$ cat config.mk
export PLATFORM = sky130hd
export DESIGN_NAME = spi_miso_tx_flat
export DESIGN_NICKNAME = d
export VERILOG_FILES = /design/src/rtl/spi_miso_tx_if.sv /design/src/rtl/spi_miso_tx.sv /design/src/flat_wrapper.sv
export SDC_FILE = /design/constraint.sdc
export NUM_CORES = 1
export LEC_CHECK = 0
export ABC_CLOCK_PERIOD_IN_PS = 3280
export BUFFER_PORTS_ARGS = -buffer_cell sky130_fd_sc_hd__buf_4
export CAP_MARGIN = 20
export CORE_ASPECT_RATIO = 0.75
export CORE_MARGIN = 2
export CORE_UTILIZATION = 56
export CTS_BUF_LIST = sky130_fd_sc_hd__clkbuf_2 sky130_fd_sc_hd__clkbuf_4 sky130_fd_sc_hd__clkbuf_8
export DETAILED_ROUTE_END_ITERATION = 16
export GPL_TIMING_DRIVEN = 0
export PLACE_DENSITY = 0.85
export SLEW_MARGIN = 20
export SYNTH_ARGS = -nofsm -noshare
export SYNTH_HDL_FRONTEND = slang
export SYNTH_SLANG_ARGS = --single-unit
$ cat constraint.sdc
create_clock -name pck0 -period 3.28 [get_ports pck0]
set_input_delay 0.656 -clock pck0 [delete_from_list [all_inputs] [get_ports pck0]]
set_output_delay 0.656 -clock pck0 [all_outputs]
set_load 0.02 [all_outputs]
$ cat src/rtl/spi_miso_tx_if.sv
// spi_miso_tx_if: bundle of the SPI pins and the word-side handshake of spi_miso_tx.
// The slave modport is the framing engine's view; master is the view of whoever
// drives the SPI pins and feeds or consumes words (the ARM model plus the FPGA logic).
interface spi_miso_tx_if #(
   parameter int WIDTH = 16
);
   logic             spck;
   logic             ncs;
   logic             mosi;
   logic             miso;
   logic [WIDTH-1:0] tx_data;
   logic             tx_valid;
   logic             tx_ready;
   logic [WIDTH-1:0] rx_data;
   logic             rx_valid;
   logic             underrun;
   logic             frame_err;
   logic             busy;

   modport slave (
      input  spck, ncs, mosi, tx_data, tx_valid,
      output miso, tx_ready, rx_data, rx_valid, underrun, frame_err, busy
   );

   modport master (
      output spck, ncs, mosi, tx_data, tx_valid,
      input  miso, tx_ready, rx_data, rx_valid, underrun, frame_err, busy
   );
endinterface

$ cat src/rtl/spi_miso_tx.sv
// spi_miso_tx: SPI mode-0 slave framing engine, oversampled in the pck0 domain.
// Shifts a WIDTH-bit word out on miso (MSB first) while collecting the word the
// master clocks in on mosi. A one-entry holding register decouples the word source.
// Optional feature macro: SPI_TX_RETRY_EN -- keep the held word until a frame of
// exactly WIDTH bits completes, so an aborted frame resends the same word.
module spi_miso_tx #(
   parameter int               WIDTH       = 16,
   parameter logic [WIDTH-1:0] IDLE_WORD   = '0,
   parameter int               SYNC_STAGES = 2
) (
   input  logic          pck0,
   input  logic          rst,
   spi_miso_tx_if.slave  bus
);

   localparam int              CNT_W    = $clog2(WIDTH) + 1;
   localparam logic [CNT_W-1:0] CNT_LAST = CNT_W'(WIDTH - 1);
   localparam logic [CNT_W-1:0] CNT_FULL = CNT_W'(WIDTH);

   typedef enum logic [1:0] {
      IDLE  = 2'd0,
      SHIFT = 2'd1,
      OVER  = 2'd2
   } state_t;

   // synchroniser chains and the one-cycle-delayed copy used for edge detection
   logic [SYNC_STAGES-1:0] spck_sync;
   logic [SYNC_STAGES-1:0] ncs_sync;
   logic [SYNC_STAGES-1:0] mosi_sync;
   logic                   spck_d;
   logic                   ncs_d;

   logic spck_s;
   logic ncs_s;
   logic mosi_s;
   logic spck_rise;
   logic spck_fall;
   logic ncs_fall;
   logic ncs_rise;

   // framing state
   state_t           state;
   logic [CNT_W-1:0] bit_cnt;
   logic             extra;      // an spck rise arrived after the last bit
   logic [WIDTH-1:0] shift;
   logic [WIDTH-1:0] rx_shift;
   logic [WIDTH-1:0] rx_next;
   logic [WIDTH-1:0] hold;
   logic             full;
`ifdef SPI_TX_RETRY_EN
   logic             loaded;     // held word went out in the current frame
`endif

   // registered outputs
   logic             miso_q;
   logic [WIDTH-1:0] rx_data_q;
   logic             rx_valid_q;
   logic             underrun_q;
   logic             frame_err_q;
   logic             busy_q;

   logic             tx_ready;
   logic             accept;

   // Synchronise the asynchronous SPI pins into pck0 and keep one extra stage for edges.
   // NOTE: ncs resets to 0 (asserted) so a reset taken mid-frame cannot fake a fresh
   // falling edge; the rising edge that follows is ignored because the FSM is IDLE.
   always_ff @(posedge pck0 or posedge rst) begin
      if (rst) begin
         spck_sync <= '0;
         ncs_sync  <= '0;
         mosi_sync <= '0;
         spck_d    <= 1'b0;
         ncs_d     <= 1'b0;
      end else begin
         spck_sync <= {spck_sync[SYNC_STAGES-2:0], bus.spck};
         ncs_sync  <= {ncs_sync[SYNC_STAGES-2:0],  bus.ncs};
         mosi_sync <= {mosi_sync[SYNC_STAGES-2:0], bus.mosi};
         spck_d    <= spck_sync[SYNC_STAGES-1];
         ncs_d     <= ncs_sync[SYNC_STAGES-1];
      end
   end

   assign spck_s    = spck_sync[SYNC_STAGES-1];
   assign ncs_s     = ncs_sync[SYNC_STAGES-1];
   assign mosi_s    = mosi_sync[SYNC_STAGES-1];
   assign spck_rise = spck_s & ~spck_d;
   assign spck_fall = ~spck_s & spck_d;
   assign ncs_fall  = ~ncs_s & ncs_d;
   assign ncs_rise  = ncs_s & ~ncs_d;

   assign rx_next = {rx_shift[WIDTH-2:0], mosi_s};

`ifdef SPI_TX_RETRY_EN
   // The held word stays owned by the engine for the whole frame.
   assign tx_ready = ~full & (state == IDLE);
`else
   assign tx_ready = ~full;
`endif
   assign accept = bus.tx_valid & tx_ready;

   // Framing FSM, holding register and all registered outputs; load and accept
   // share this block because they meet in the same cycle at frame start.
   // NOTE: every assignment here is non-blocking so all reads see the pre-edge values;
   // a later assignment to the same register in this block overrides an earlier one.
   always_ff @(posedge pck0 or posedge rst) begin
      if (rst) begin
         state       <= IDLE;
         bit_cnt     <= '0;
         extra       <= 1'b0;
         shift       <= '0;
         rx_shift    <= '0;
         hold        <= '0;
         full        <= 1'b0;
`ifdef SPI_TX_RETRY_EN
         loaded      <= 1'b0;
`endif
         miso_q      <= 1'b0;
         rx_data_q   <= '0;
         rx_valid_q  <= 1'b0;
         underrun_q  <= 1'b0;
         frame_err_q <= 1'b0;
         busy_q      <= 1'b0;
      end else begin
         rx_valid_q  <= 1'b0;
         underrun_q  <= 1'b0;
         frame_err_q <= 1'b0;

         if (accept) begin
            full <= 1'b1;
            hold <= bus.tx_data;
         end

         case (state)
            IDLE: begin
               miso_q <= 1'b0;
               if (ncs_fall) begin
                  state    <= SHIFT;
                  busy_q   <= 1'b1;
                  bit_cnt  <= '0;
                  extra    <= 1'b0;
                  rx_shift <= '0;
                  if (full) begin
                     shift  <= hold;
                     miso_q <= hold[WIDTH-1];
`ifdef SPI_TX_RETRY_EN
                     loaded <= 1'b1;
`else
                     full   <= 1'b0;
`endif
                  end else begin
                     // a word accepted in this same cycle stays held for the next frame
                     shift      <= IDLE_WORD;
                     miso_q     <= IDLE_WORD[WIDTH-1];
                     underrun_q <= 1'b1;
`ifdef SPI_TX_RETRY_EN
                     loaded     <= 1'b0;
`endif
                  end
               end
            end

            SHIFT: begin
               if (ncs_rise) begin
                  // abort: partial word dropped, nothing delivered
                  state       <= IDLE;
                  busy_q      <= 1'b0;
                  miso_q      <= 1'b0;
                  frame_err_q <= (bit_cnt != CNT_FULL) | extra;
               end else if (spck_rise) begin
                  rx_shift <= rx_next;
                  bit_cnt  <= bit_cnt + 1'b1;
                  if (bit_cnt == CNT_LAST) begin
                     rx_data_q  <= rx_next;
                     rx_valid_q <= 1'b1;
                     state      <= OVER;
                     miso_q     <= 1'b0;
                  end
               end else if (spck_fall && bit_cnt != '0) begin
                  shift  <= {shift[WIDTH-2:0], 1'b0};
                  miso_q <= shift[WIDTH-2];
               end
            end

            OVER: begin
               miso_q <= 1'b0;
               if (ncs_rise) begin
                  state       <= IDLE;
                  busy_q      <= 1'b0;
                  frame_err_q <= (bit_cnt != CNT_FULL) | extra;
`ifdef SPI_TX_RETRY_EN
                  if (bit_cnt == CNT_FULL && !extra && loaded) begin
                     full <= 1'b0;
                  end
                  loaded <= 1'b0;
`endif
               end else if (spck_rise) begin
                  // bit_cnt is already saturated at WIDTH; only remember the overrun
                  extra <= 1'b1;
               end
            end

            default: begin
               state  <= IDLE;
               busy_q <= 1'b0;
               miso_q <= 1'b0;
            end
         endcase
      end
   end

   assign bus.miso      = miso_q;
   assign bus.tx_ready  = tx_ready;
   assign bus.rx_data   = rx_data_q;
   assign bus.rx_valid  = rx_valid_q;
   assign bus.underrun  = underrun_q;
   assign bus.frame_err = frame_err_q;
   assign bus.busy      = busy_q;

endmodule

$ cat src/flat_wrapper.sv
// flat-port wrapper written by rule: the top's interface ports become plain ports
module spi_miso_tx_flat 
#(
   parameter int               WIDTH       = 16,
   parameter logic [WIDTH-1:0] IDLE_WORD   = '0,
   parameter int               SYNC_STAGES = 2
)
  (pck0, rst, bus_spck, bus_ncs, bus_mosi, bus_tx_data, bus_tx_valid, bus_miso, bus_tx_ready, bus_rx_data, bus_rx_valid, bus_underrun, bus_frame_err, bus_busy);
  spi_miso_tx_if #(.WIDTH(WIDTH)) bus_i ();
  input  logic pck0;
  input  logic rst;
  input wire logic [$bits(bus_i.spck)-1:0] bus_spck;
  input wire logic [$bits(bus_i.ncs)-1:0] bus_ncs;
  input wire logic [$bits(bus_i.mosi)-1:0] bus_mosi;
  input wire logic [$bits(bus_i.tx_data)-1:0] bus_tx_data;
  input wire logic [$bits(bus_i.tx_valid)-1:0] bus_tx_valid;
  output wire logic [$bits(bus_i.miso)-1:0] bus_miso;
  output wire logic [$bits(bus_i.tx_ready)-1:0] bus_tx_ready;
  output wire logic [$bits(bus_i.rx_data)-1:0] bus_rx_data;
  output wire logic [$bits(bus_i.rx_valid)-1:0] bus_rx_valid;
  output wire logic [$bits(bus_i.underrun)-1:0] bus_underrun;
  output wire logic [$bits(bus_i.frame_err)-1:0] bus_frame_err;
  output wire logic [$bits(bus_i.busy)-1:0] bus_busy;
  assign bus_i.spck = bus_spck;
  assign bus_i.ncs = bus_ncs;
  assign bus_i.mosi = bus_mosi;
  assign bus_i.tx_data = bus_tx_data;
  assign bus_i.tx_valid = bus_tx_valid;
  assign bus_miso = bus_i.miso;
  assign bus_tx_ready = bus_i.tx_ready;
  assign bus_rx_data = bus_i.rx_data;
  assign bus_rx_valid = bus_i.rx_valid;
  assign bus_underrun = bus_i.underrun;
  assign bus_frame_err = bus_i.frame_err;
  assign bus_busy = bus_i.busy;
  spi_miso_tx #(.WIDTH(WIDTH), .IDLE_WORD(IDLE_WORD), .SYNC_STAGES(SYNC_STAGES)) u_core (.pck0(pck0), .rst(rst), .bus(bus_i));
endmodule
==> results of run 1 <==
[logic make-up (layout without fill, tap and decap cells)]
| group | count (synthesis) | in the layout | synth area share |
|---|---|---|---|
| adder cells (fa/ha/maj) | 7 | 7 | 0.0237 |
| flip-flops | 84 | 84 | 0.568 |
| AND/OR/NAND/NOR | 58 | 58 | 0.110 |
| AO/OA/AOI/OAI | 49 | 49 | 0.104 |
| buffers and inverters | 23 | 83 | 0.0311 |
| multiplexers | 51 | 51 | 0.163 |
[flip-flops by register name, indices dropped and copies added (netlist names)]
name                  flops
u_core.rx_shift          15
u_core.state              2
u_core.bit_cnt            5
u_core.mosi_sync          2
u_core.bus.rx_data       16
u_core.ncs_d              1
u_core.bus.underrun       1
u_core.shift             15
u_core.bus.miso           1
u_core.ncs_sync           2
u_core.bus.frame_err      1
u_core.bus.rx_valid       1
u_core.full               1
u_core.spck_sync          2
u_core.spck_d             1
u_core.extra              1
u_core.bus.busy           1
u_core.hold              16
[routing by layer]
| metal | vias to the layer above | part of all wire |
|---|---|---|
| met3 | 10 | 0.050 |
| li1 | 1097 | - |
| met4 | 0 | 0.014 |
| met5 | - | 0 |
| met2 | 56 | 0.47 |
| met1 | 1171 | 0.46 |
[placed cells by master (no fill, tap or decap), types with 8 or more instances in the layout]
cell type and instances:
dfrtp_1 84, a22oi_1 13, nand2_1 8, buf_2 8, buf_4 44, o2bb2ai_1 13
inv_1 9, nor2b_1 17, clkbuf_8 9, mux2_2 40, mux2_4 8
[path summary, 6_finish.rpt]
| check | from | end | slack, ns | depth (start not counted) |
|---|---|---|---|---|
| setup / recovery | u_core.bit_cnt[0] | u_core.state[0] | 1.15 | 7 |
| hold / removal | rst | u_core.bus.rx_valid | 0.28 | 2 |
| setup reg to reg | u_core.bit_cnt[0] | u_core.state[0] | 1.15 | 7 |
| hold reg to reg | u_core.ncs_sync[0] | u_core.ncs_sync[1] | 0.35 | 0 |
| max in group asynchronous | rst | u_core.bus.busy | 2.39 | 3 |
| min in group pck0 | u_core.ncs_sync[0] | u_core.ncs_sync[1] | 0.35 | 0 |
[through the flow]
stage          cell area (um^2)   util  worst slack, ns  setup TNS [ns]
2_1_floorplan              3700      -            0.459               0
3_3_place_gp               4120  0.649           -0.424          -35.25
3_5_place_dp               4150  0.654             1.17               0
4_1_cts                    4350  0.685             1.15               0
5_1_grt                    4350  0.685             1.03               0
6_report                   4350  0.685             1.15               0
[area by class of cell]
type                       instances  area [um^2]
sequential                        84         2100
fill                             454         2000
multi-input combinational        165         1480
timing repair buffer              44          350
clock buffer                       9          124
tap                               81          101
buffer                            13         77.6
clock inverter                     7         73.8
inverter                          10         40.0
[power by group]
| part | internal (mW) | switching, mW |
|---|---|---|
| sequential | 1.30 | 0.184 |
| combinational | 0.501 | 0.528 |
| clock | 0.356 | 0.383 |
==> key figures, run 1 <==
Outcome
  – Status: finished, final reports clean

Critical path
  – Worst EP required: 3.52 ns
  – Startpoint Class: flip-flop
  – Worst path slowest cell: dfrtp_1
  – Most used cell, CP: ha_1
  – CP cell instances: ha_1 > and3_2 > ha_1 > inv_1 > a221oi_1 > o21ai_0 > mux2_2
  – Critical Path End Type: flip-flop
  – Critical path peak fanout: 5
  – Max incr delay on CP: 0.41 ns
  – Critical Path AT: 2.38 ns
  – CP Class: flip-flop to flip-flop
  – CP delay by family, top: compound AO/OA/AOI/OAI gates
  – CP bufs+invs: 1

Detailed routing
  – WL final: 6930 um
  – Vias/cell: 5.65
  – Wire per inst: 16.8 um
  – Initial DRC Count: 148
  – Pre-Repair DR Iteration Count: 4
  – DRC errors left: 0
  – Final ANT Viol Nets: 0
  – Via count: 2334

Synth
  – Top_reg_cell synth: dfrtp_1
  – Share of the synthesized area in the top cell type: 0.568
  – Syn Nets: 301
  – Syn_area_per_cell: ~14 um^2
  – Share of synthesized flip-flops with an asynchronous set or reset: 1.00
  – Post-Syn Instances: 272
  – Top-count cell post-synth: dfrtp_1
  – Synth Register Bits: 84
  – Synth unique cells: 47
  – Top cells by area, synth: dfrtp_1 (57%), mux2_2 (12%), mux2_4 (3.2%), o2bb2ai_1 (3.1%), nor2b_1 (2.9%)
  – Cell taking the most area after synthesis: dfrtp_1
  – Seq/Total Area, Yosys: 0.568
  – Yosys warnings: 0
  – Most frequent cells after synthesis: dfrtp_1 (84), mux2_2 (40), nor2b_1 (17)
  – Post-synth EDFFs: 0
  – Post-synthesis cell area: 3700 um^2

Clock tree
  – Post-cts resize count: 0
  – Cts hold-fix bufs: 0
  – Post CTS Setup Buffer Count: 0
  – Clock edge transition at the registers on the reported setup and hold paths: around 0.090 ns
  – Worst-Skew Late Latency: between 0.3 and 0.4 ns
  – CTS tree: built
  – CTS Sinks: 84
  – Cts bufs inserted: 9
  – CTS root buf: clkbuf_8
  – H-Tree Depth: 3
  – Clk buf depth: 2

Placed design
  – PortBufs: 43
  – Routability cong.: 0.854
  – Dpl cells: 397
  – Post-DP HPWL: 4750 um

Floorplanning
  – Core box area: between 6000 and 7000 um^2
  – Die area: 7280 um^2
  – Ports: 44
  – Starting Density: 0.583
  – # rows: 25
  – Die H: 74.4 um
  – Die width: 97.9 um

Timing
  – Final worst path period share: 0.651
  – Slew Limit Headroom: 0.677
  – Fmax: 468 MHz
  – Final Slew Violations: 0
  – Endpoints failing setup: 0
  – Worst hold slack: between 0.2 and 0.3 ns
  – RSZ-0062 raised after global routing: false
  – Worst slew pin tran: 0.484 ns
  – Clock Skew: roughly 0.012 ns
  – Final Hold Viols: 0
  – Final min period: 2.13 ns

Cells and area
  – Fin nets: 356
  – Area growth, synth to finish: 17.6%
  – ANT cells: 0
  – Share of post-route cells with drive strength above 1: 0.407
  – Non-Filler Instances: about 410

GRT
  – Initial antenna violation count: 0
  – GRT Total Usage: 0.207
  – Grt met3 use: 0.0620
  – First-pass GRT wire length: around 12000 um
  – Overflow left after global routing: 0
  – Met2 usage: 0.321
  – Largest net degree at the start of global routing: 57
  – Vias in the first global route: approximately 2400
  – Global Route met1 Usage: 0.282
  – GRT busiest layer: met2

Power
  – Worst VDD drop: approximately 0.45 mV
  – Leakage: 2.12 nW
  – Post-layout power: roughly 3.3 mW
  – Pwr Density: 748 nW/um^2

Worst hold path
  – Worst Hold Class: primary input to async pin

Flow run
  – Max-cap violations: 0
Note: power is estimated with default switching activity, not from simulation.
==> run 2, diff against run 1 <==
--- a/config.mk
+++ b/config.mk
@@ -5,7 +5,7 @@
 export SDC_FILE = /design/constraint.sdc
 export NUM_CORES = 1
 export LEC_CHECK = 0
-export ABC_CLOCK_PERIOD_IN_PS = 3280
+export ABC_CLOCK_PERIOD_IN_PS = 2100
 export BUFFER_PORTS_ARGS = -buffer_cell sky130_fd_sc_hd__buf_4
 export CAP_MARGIN = 20
 export CORE_ASPECT_RATIO = 0.75
==> constraint.sdc (replaced) <==
create_clock -name pck0 -period 2.1 [get_ports pck0]
set_input_delay 0.42 -clock pck0 [delete_from_list [all_inputs] [get_ports pck0]]
set_output_delay 0.42 -clock pck0 [all_outputs]
set_load 0.02 [all_outputs]
==> run 2 against run 1 <==
Net effect: clock power rose by 72%; critical path type unchanged; largest power group unchanged; utilization grew 0.83 points; clock skew is essentially flat; worst hold slack worse by 0.16 ns; critical endpoint unchanged; via count decreased by 0.86%; setup slack lost 1.0 ns; non-clock buffer count unchanged.
==> key figures, run 2 (synthesis gave the netlist of run 1 again) <==
Power
  – Switching part of the total power: 0.321
  – Leakage: 2.13 nW
  – Clock share of power: 0.242
  – Share of power burned in combinational logic: 0.315
  – Switching power: 1.68 mW
  – Worst VDD drop: 0.556 mV
  – P_int: 3.55 mW
  – Pwr Density: 1190 nW/um^2
  – Reg power frac: 0.443

Detailed routing
  – Pre-Repair DR Iteration Count: 4
  – DRC errors left: 0
  – WL final: ~6600 um
  – Vias/cell: 5.62
  – Via count: 2314
  – Wire per inst: around 16 um
  – Initial DRC Count: 100
  – Final ANT Viol Nets: 0

Placed design
  – Post-DP HPWL: 4710 um
  – Routability cong.: roughly 0.9
  – Placed Area: approximately 4200 um^2
  – PortBufs: 43

Cells and area
  – Most frequent cells in the layout: dfrtp_1 (84), buf_4 (44), mux2_2 (40)
  – Area growth, synth to finish: 19.0%
  – Fillers: 428
  – Commonest non-fill, non-tap cell in the layout: dfrtp_1
  – Fin nets: about 360
  – Design area: around 4400 um^2
  – Share of post-route cells with drive strength above 1: 0.420
  – ANT cells: 0

Critical path
  – CP cell instances: ha_1 > and3_2 > ha_1 > inv_1 > a221oi_2 > o21ai_1 > mux2_2
  – CP bufs+invs: 1
  – Max incr delay on CP: 0.42 ns
  – CP Class: flip-flop to flip-flop
  – Critical Path End Type: flip-flop
  – Critical Path AT: about 2.2 ns
  – Crit. Startpoint: u_core.bit_cnt[0]
  – R2R Path Start: u_core.bit_cnt[0]
  – Worst path slowest cell: dfrtp_1
  – R2R Setup Slk: 0.12 ns
  – Critical path peak fanout: 5
  – Startpoint Class: flip-flop
  – CP delay by family, top: adder cells
  – Worst reg-to-reg path cell count: 7
  – Most used cell, CP: ha_1
  – Reg2reg end: u_core.state[0]
  – Worst EP required: 2.33 ns

Floorplanning
  – Die area: 7280 um^2
  – Die width: 97.9 um
  – Die H: about 74 um
  – Starting Density: 0.583
  – # rows: 25
  – Ports: 44
  – Core box area: 6350 um^2

GRT
  – GRT Total Usage: 0.198
  – Overflow left after global routing: 0
  – Vias in the first global route: 2325
  – Largest net degree at the start of global routing: 31
  – First-pass GRT wire length: 11400 um
  – Initial antenna violation count: 0

Timing
  – Slew Limit Headroom: 0.625
  – Final min period: 1.98 ns
  – Final Hold Viols: 0
  – RSZ-0062 raised after global routing: false
  – Fmax: around 500 MHz
  – Endpoints failing setup: 0
  – Setup tns final: 0 ns
  – Clock Skew: 0.0119 ns
  – Final worst path period share: 0.945
  – Final Slew Violations: 0
  – Worst slew pin tran: 0.561 ns

Outcome
  – Status: finished, final reports clean

Clock tree
  – CTS tree: built
  – CTS Sinks: 84
  – Post CTS Setup Buffer Count: 0
  – Cts bufs inserted: 9
  – H-Tree Depth: 3
  – Clk buf depth: 2
  – Worst-Skew Late Latency: 0.35 ns
  – CTS root buf: clkbuf_8
  – Clock edge transition at the registers on the reported setup and hold paths: 0.09 ns

Worst hold path
  – Worst Hold Class: primary input to async pin

Flow run
  – Max-cap violations: 0
-- run 2: power groups by stage --
stage          Sequential [mW]  Combinational, mW  Clock [mW]
3_3_place_gp              2.32               1.52           0
5_1_grt                   2.37               1.81        1.36
4_1_cts                   2.32               1.62        1.29
3_5_place_dp              2.34               1.61           0
6_report                  2.32               1.65        1.27
2_1_floorplan             2.28               1.22           0
-- run 2: what timing repair did --
action,CTS,global route
endpoints found under the setup margin,0,24
hold buffers,0,0
gates resized for setup,0,8
-- run 2: area by class of cell --
cell class | count | area (um^2) | area share
multi-input combinational | 165 | 1500 | 0.340
tap | 81 | 101 | 0.0230
buffer | 12 | 76.3 | 0.0173
inverter | 10 | 41.3 | 0.00938
clock buffer | 10 | 138 | 0.0313
timing repair buffer | 45 | 363 | 0.0824
clock inverter | 5 | 85.1 | 0.0193
sequential | 84 | 2100 | 0.477
-- run 2: through the flow --
stage               hold slack, ns  power [mW]  utilization  cells  worst slack, ns
global route                 0.148        5.55        0.694    412          0.00376
floorplan                    0.331        3.50            -    272            0.238
global placement             0.331        3.84        0.650    396           0.0777
detailed placement           0.336        3.95        0.656    398           0.0215
CTS                          0.121        5.23        0.691    413           0.0163
finish                       0.117        5.24        0.694    412            0.116
-- run 2: how the worst max path moves through the flow --
stage	end	slack [ns]	cells after the start
5_1_grt	u_core.state[0]	0.004	7
6_report	u_core.state[0]	0.12	7
3_5_place_dp	u_core.shift[5]	0.02	7
2_1_floorplan	u_core.state[0]	0.24	7
3_3_place_gp	u_core.bus.rx_data[0]	0.08	6
4_1_cts	u_core.shift[5]	0.02	7
-- run 2: metal layers --
metal  share of wire  global-route usage
met4           0.015              0.0787
met1            0.48               0.280
met3           0.040              0.0470
met2            0.46               0.302
met5               0                   0
==> run 3, diff against run 2 <==
--- a/config.mk
+++ b/config.mk
@@ -5,6 +5,7 @@
 export SDC_FILE = /design/constraint.sdc
 export NUM_CORES = 1
 export LEC_CHECK = 0
+export ABC_AREA = 1
 export ABC_CLOCK_PERIOD_IN_PS = 2100
 export BUFFER_PORTS_ARGS = -buffer_cell sky130_fd_sc_hd__buf_4
 export CAP_MARGIN = 20
@@ -15,6 +16,7 @@
 export DETAILED_ROUTE_END_ITERATION = 16
 export GPL_TIMING_DRIVEN = 0
 export PLACE_DENSITY = 0.85
+export SETUP_SLACK_MARGIN = 0.2
 export SLEW_MARGIN = 20
 export SYNTH_ARGS = -nofsm -noshare
 export SYNTH_HDL_FRONTEND = slang
==> run 3 against run 2 <==
Net effect: worst hold slack worse by 0.025 ns; cell count is 22% higher; sequential share of layout area is 1.4 points higher; fmax is 9.4% higher; non-clock buffer count is 2 higher; total power is 2.9% higher; via count is 16% higher; critical endpoint is now u_core.bus.rx_data[6]; largest power group unchanged.
==> key figures, run 3 <==
Cells and area
  – Reg area: 2100 um^2
  – Fin nets: 446
  – Commonest non-fill, non-tap cell in the layout: nand2_1
  – Non-Filler Instances: slightly above 500
  – Area growth, synth to finish: 20.0%
  – Multi-input gate area: 1250 um^2
  – Fillers: roughly 450
  – Share of post-route cells with drive strength above 1: 0.258
  – Most frequent cells in the layout: nand2_1 (87), dfrtp_1 (84), buf_4 (46)
  – ANT cells: 0

Power
  – Leakage: 2.18 nW
  – Worst VDD drop: 0.821 mV
  – Post-layout power: 5.39 mW
  – Pwr Density: approximately 1300 nW/um^2

Floorplanning
  – Core box area: 6220 um^2
  – Die H: 73.1 um
  – Ports: 44
  – Die width: roughly 96 um
  – Starting Density: 0.573
  – # rows: 25
  – Die area: 7030 um^2

Timing
  – Final worst path period share: 0.864
  – Final Slew Violations: 0
  – Clock Skew: 0.00824 ns
  – RSZ-0062 raised after global routing: true
  – Setup tns final: 0 ns
  – Final Hold Viols: 0
  – Slew Limit Headroom: 0.665
  – Worst hold slack: 0.0918 ns
  – Final min period: around 1.8 ns
  – Worst setup margin: 0.286 ns
  – Endpoints failing setup: 0
  – Worst slew pin tran: roughly 0.5 ns
  – Fmax: roughly 550 MHz

Synth
  – Seq/Total Area, Yosys: 0.589
  – Syn Nets: 390
  – Top-count cell post-synth: nand2_1
  – Post-synth EDFFs: 0
  – Cell taking the most area after synthesis: dfrtp_1
  – Syn_area_per_cell: 9.88 um^2
  – Synth Register Bits: 84
  – Post-Syn Instances: between 300 and 400
  – Share of synthesized flip-flops with an asynchronous set or reset: 1.00
  – Yosys warnings: 0
  – Post-synthesis cell area: 3570 um^2
  – Most frequent cells after synthesis: nand2_1 (87), dfrtp_1 (84), nand3_1 (37)
  – Share of the synthesized area in the top cell type: 0.589
  – Synth unique cells: 27
  – Top_reg_cell synth: dfrtp_1
  – Top cells by area, synth: dfrtp_1 (59%), nand2_1 (9.2%), nand3_1 (5.2%), mux2_2 (5.1%), inv_1 (3.1%)

Critical path
  – Worst path slowest cell: dfrtp_1
  – CP cell instances: ha_1 > nand2_1 > nor2_1 > ha_2 > nand2_1 > nor2_4 > buf_6 > nor2_1 > a21oi_1
  – Worst reg-to-reg path cell count: 9
  – Max incr delay on CP: 0.41 ns
  – CP endpoint: u_core.bus.rx_data[6]
  – Reg2reg end: u_core.bus.rx_data[6]
  – Critical Path AT: 2.08 ns
  – R2R Path Start: u_core.bit_cnt[1]
  – R2R Setup Slk: ~0.29 ns
  – Critical Path End Type: flip-flop
  – Crit. Startpoint: u_core.bit_cnt[1]
  – Worst EP required: 2.37 ns
  – Critical path peak fanout: 10
  – CP Class: flip-flop to flip-flop
  – Startpoint Class: flip-flop

Clock tree
  – Clk buf depth: 2
  – Worst-Skew Late Latency: 0.36 ns
  – Post-cts resize count: 0
  – Cts bufs inserted: 9
  – CTS tree: built
  – Clock edge transition at the registers on the reported setup and hold paths: 0.09 ns
  – Cts hold-fix bufs: 0
  – Post CTS Setup Buffer Count: 0
  – CTS root buf: clkbuf_8
  – CTS Sinks: 84
  – H-Tree Depth: 3

Detailed routing
  – WL final: about 7300 um
  – Via count: 2691
  – WL met1: 3280 um
  – Vias/cell: 5.35
  – Wire per inst: 14.6 um
  – DRC errors left: 0
  – Final ANT Viol Nets: 0
  – Pre-Repair DR Iteration Count: 4
  – Initial DRC Count: 253
  – Met2 wire len: 3430 um
  – Metal3 WL: between 300 and 400 um
  – Top sig layer: met4

Outcome
  – Status: finished, final reports clean

Worst hold path
  – Worst Hold Class: primary input to async pin

GRT
  – Largest net degree at the start of global routing: 34
  – Initial antenna violation count: 0
  – GRT Total Usage: 0.237
  – Overflow left after global routing: 0
  – Vias in the first global route: 2728
  – First-pass GRT wire length: around 12000 um

Placed design
  – Dpl cells: between 400 and 500
  – Pre-CTS setup slack: about 0.35 ns
  – Routability cong.: 0.823
  – Post-DP HPWL: 4920 um
  – PortBufs: 43

Flow run
  – Max-cap violations: 0
[run 3: cell count changes in the layout (fill, tap and decap cells not counted), moves of 4 or more]
cell,previous run,this run
inv_1,9,28
buf_6,2,6
a21oi_1,5,16
nand2_1,8,87
mux2_4,8,0
nor2_1,6,27
mux2_2,40,16
a22oi_1,13,0
o22ai_1,1,15
nor2b_1,17,0
o2bb2ai_1,13,0
nand3_1,4,37
[run 3: cells by family (layout without fill, tap and decap cells)]
| family | Yosys count | after routing | synth area share |
|---|---|---|---|
| and+or+nand+nor | 162 | 162 | 0.195 |
| DFF | 84 | 84 | 0.589 |
| buffers and inverters | 46 | 107 | 0.0625 |
| AOI/OAI and AO/OA | 44 | 44 | 0.0726 |
| muxes | 17 | 17 | 0.0533 |
| adders and majority gates | 7 | 7 | 0.0246 |
| xor gates and xnor gates | 1 | 1 | 0.00246 |
[run 3: metrics by stage]
stage               area [um^2]  utilization
CTS                        4260        0.684
global placement           3990        0.642
finish                     4280        0.688
floorplan                  3570            -
detailed placement         4030        0.648
global route               4280        0.688
[run 3: final cells by class]
| type | instances | area share |
|---|---|---|
| well taps | 81 | 0.0237 |
| inverters | 32 | 0.0289 |
| clock buffers | 10 | 0.0322 |
| flip-flops and latches | 84 | 0.491 |
| plain buffers | 14 | 0.0266 |
| repair buffers | 45 | 0.0848 |
| clock inverters | 6 | 0.0205 |
| multi-input cells | 231 | 0.292 |
[run 3: how the worst min path moves through the flow]
stage	startpoint	endpoint	slack [ns]
3_3_place_gp	u_core.mosi_sync[0]	u_core.mosi_sync[1]	0.33
3_5_place_dp	u_core.mosi_sync[0]	u_core.mosi_sync[1]	0.34
6_report	rst	u_core.bit_cnt[3]	0.09
5_1_grt	rst	u_core.spck_sync[1]	0.12
2_1_floorplan	u_core.mosi_sync[0]	u_core.mosi_sync[1]	0.33
4_1_cts	rst	u_core.spck_sync[0]	0.09
[run 3: where the power goes]
| part | switching, mW | internal [mW] |
|---|---|---|
| Combinational | 1.19 | 0.754 |
| Sequential | 0.194 | 1.97 |
| Clock | 0.580 | 0.699 |
[run 3: worst max-delay path, delay by kind of cell, from the launching register on]
kind	cells	cell delay (ns)
adders and majority gates	2	0.41
AOI/OAI and AO/OA	1	0.15
buffers and inverters	1	0.17
and+or+nand+nor	5	0.57
DFF	1	0.41
[run 3: layer usage]
layer / GRT usage / up-vias
met3: 0.0599 / 23
met5: 0 / -
li1: - / 1290
met4: 0.114 / 0
met2: 0.360 / 82
met1: 0.322 / 1296
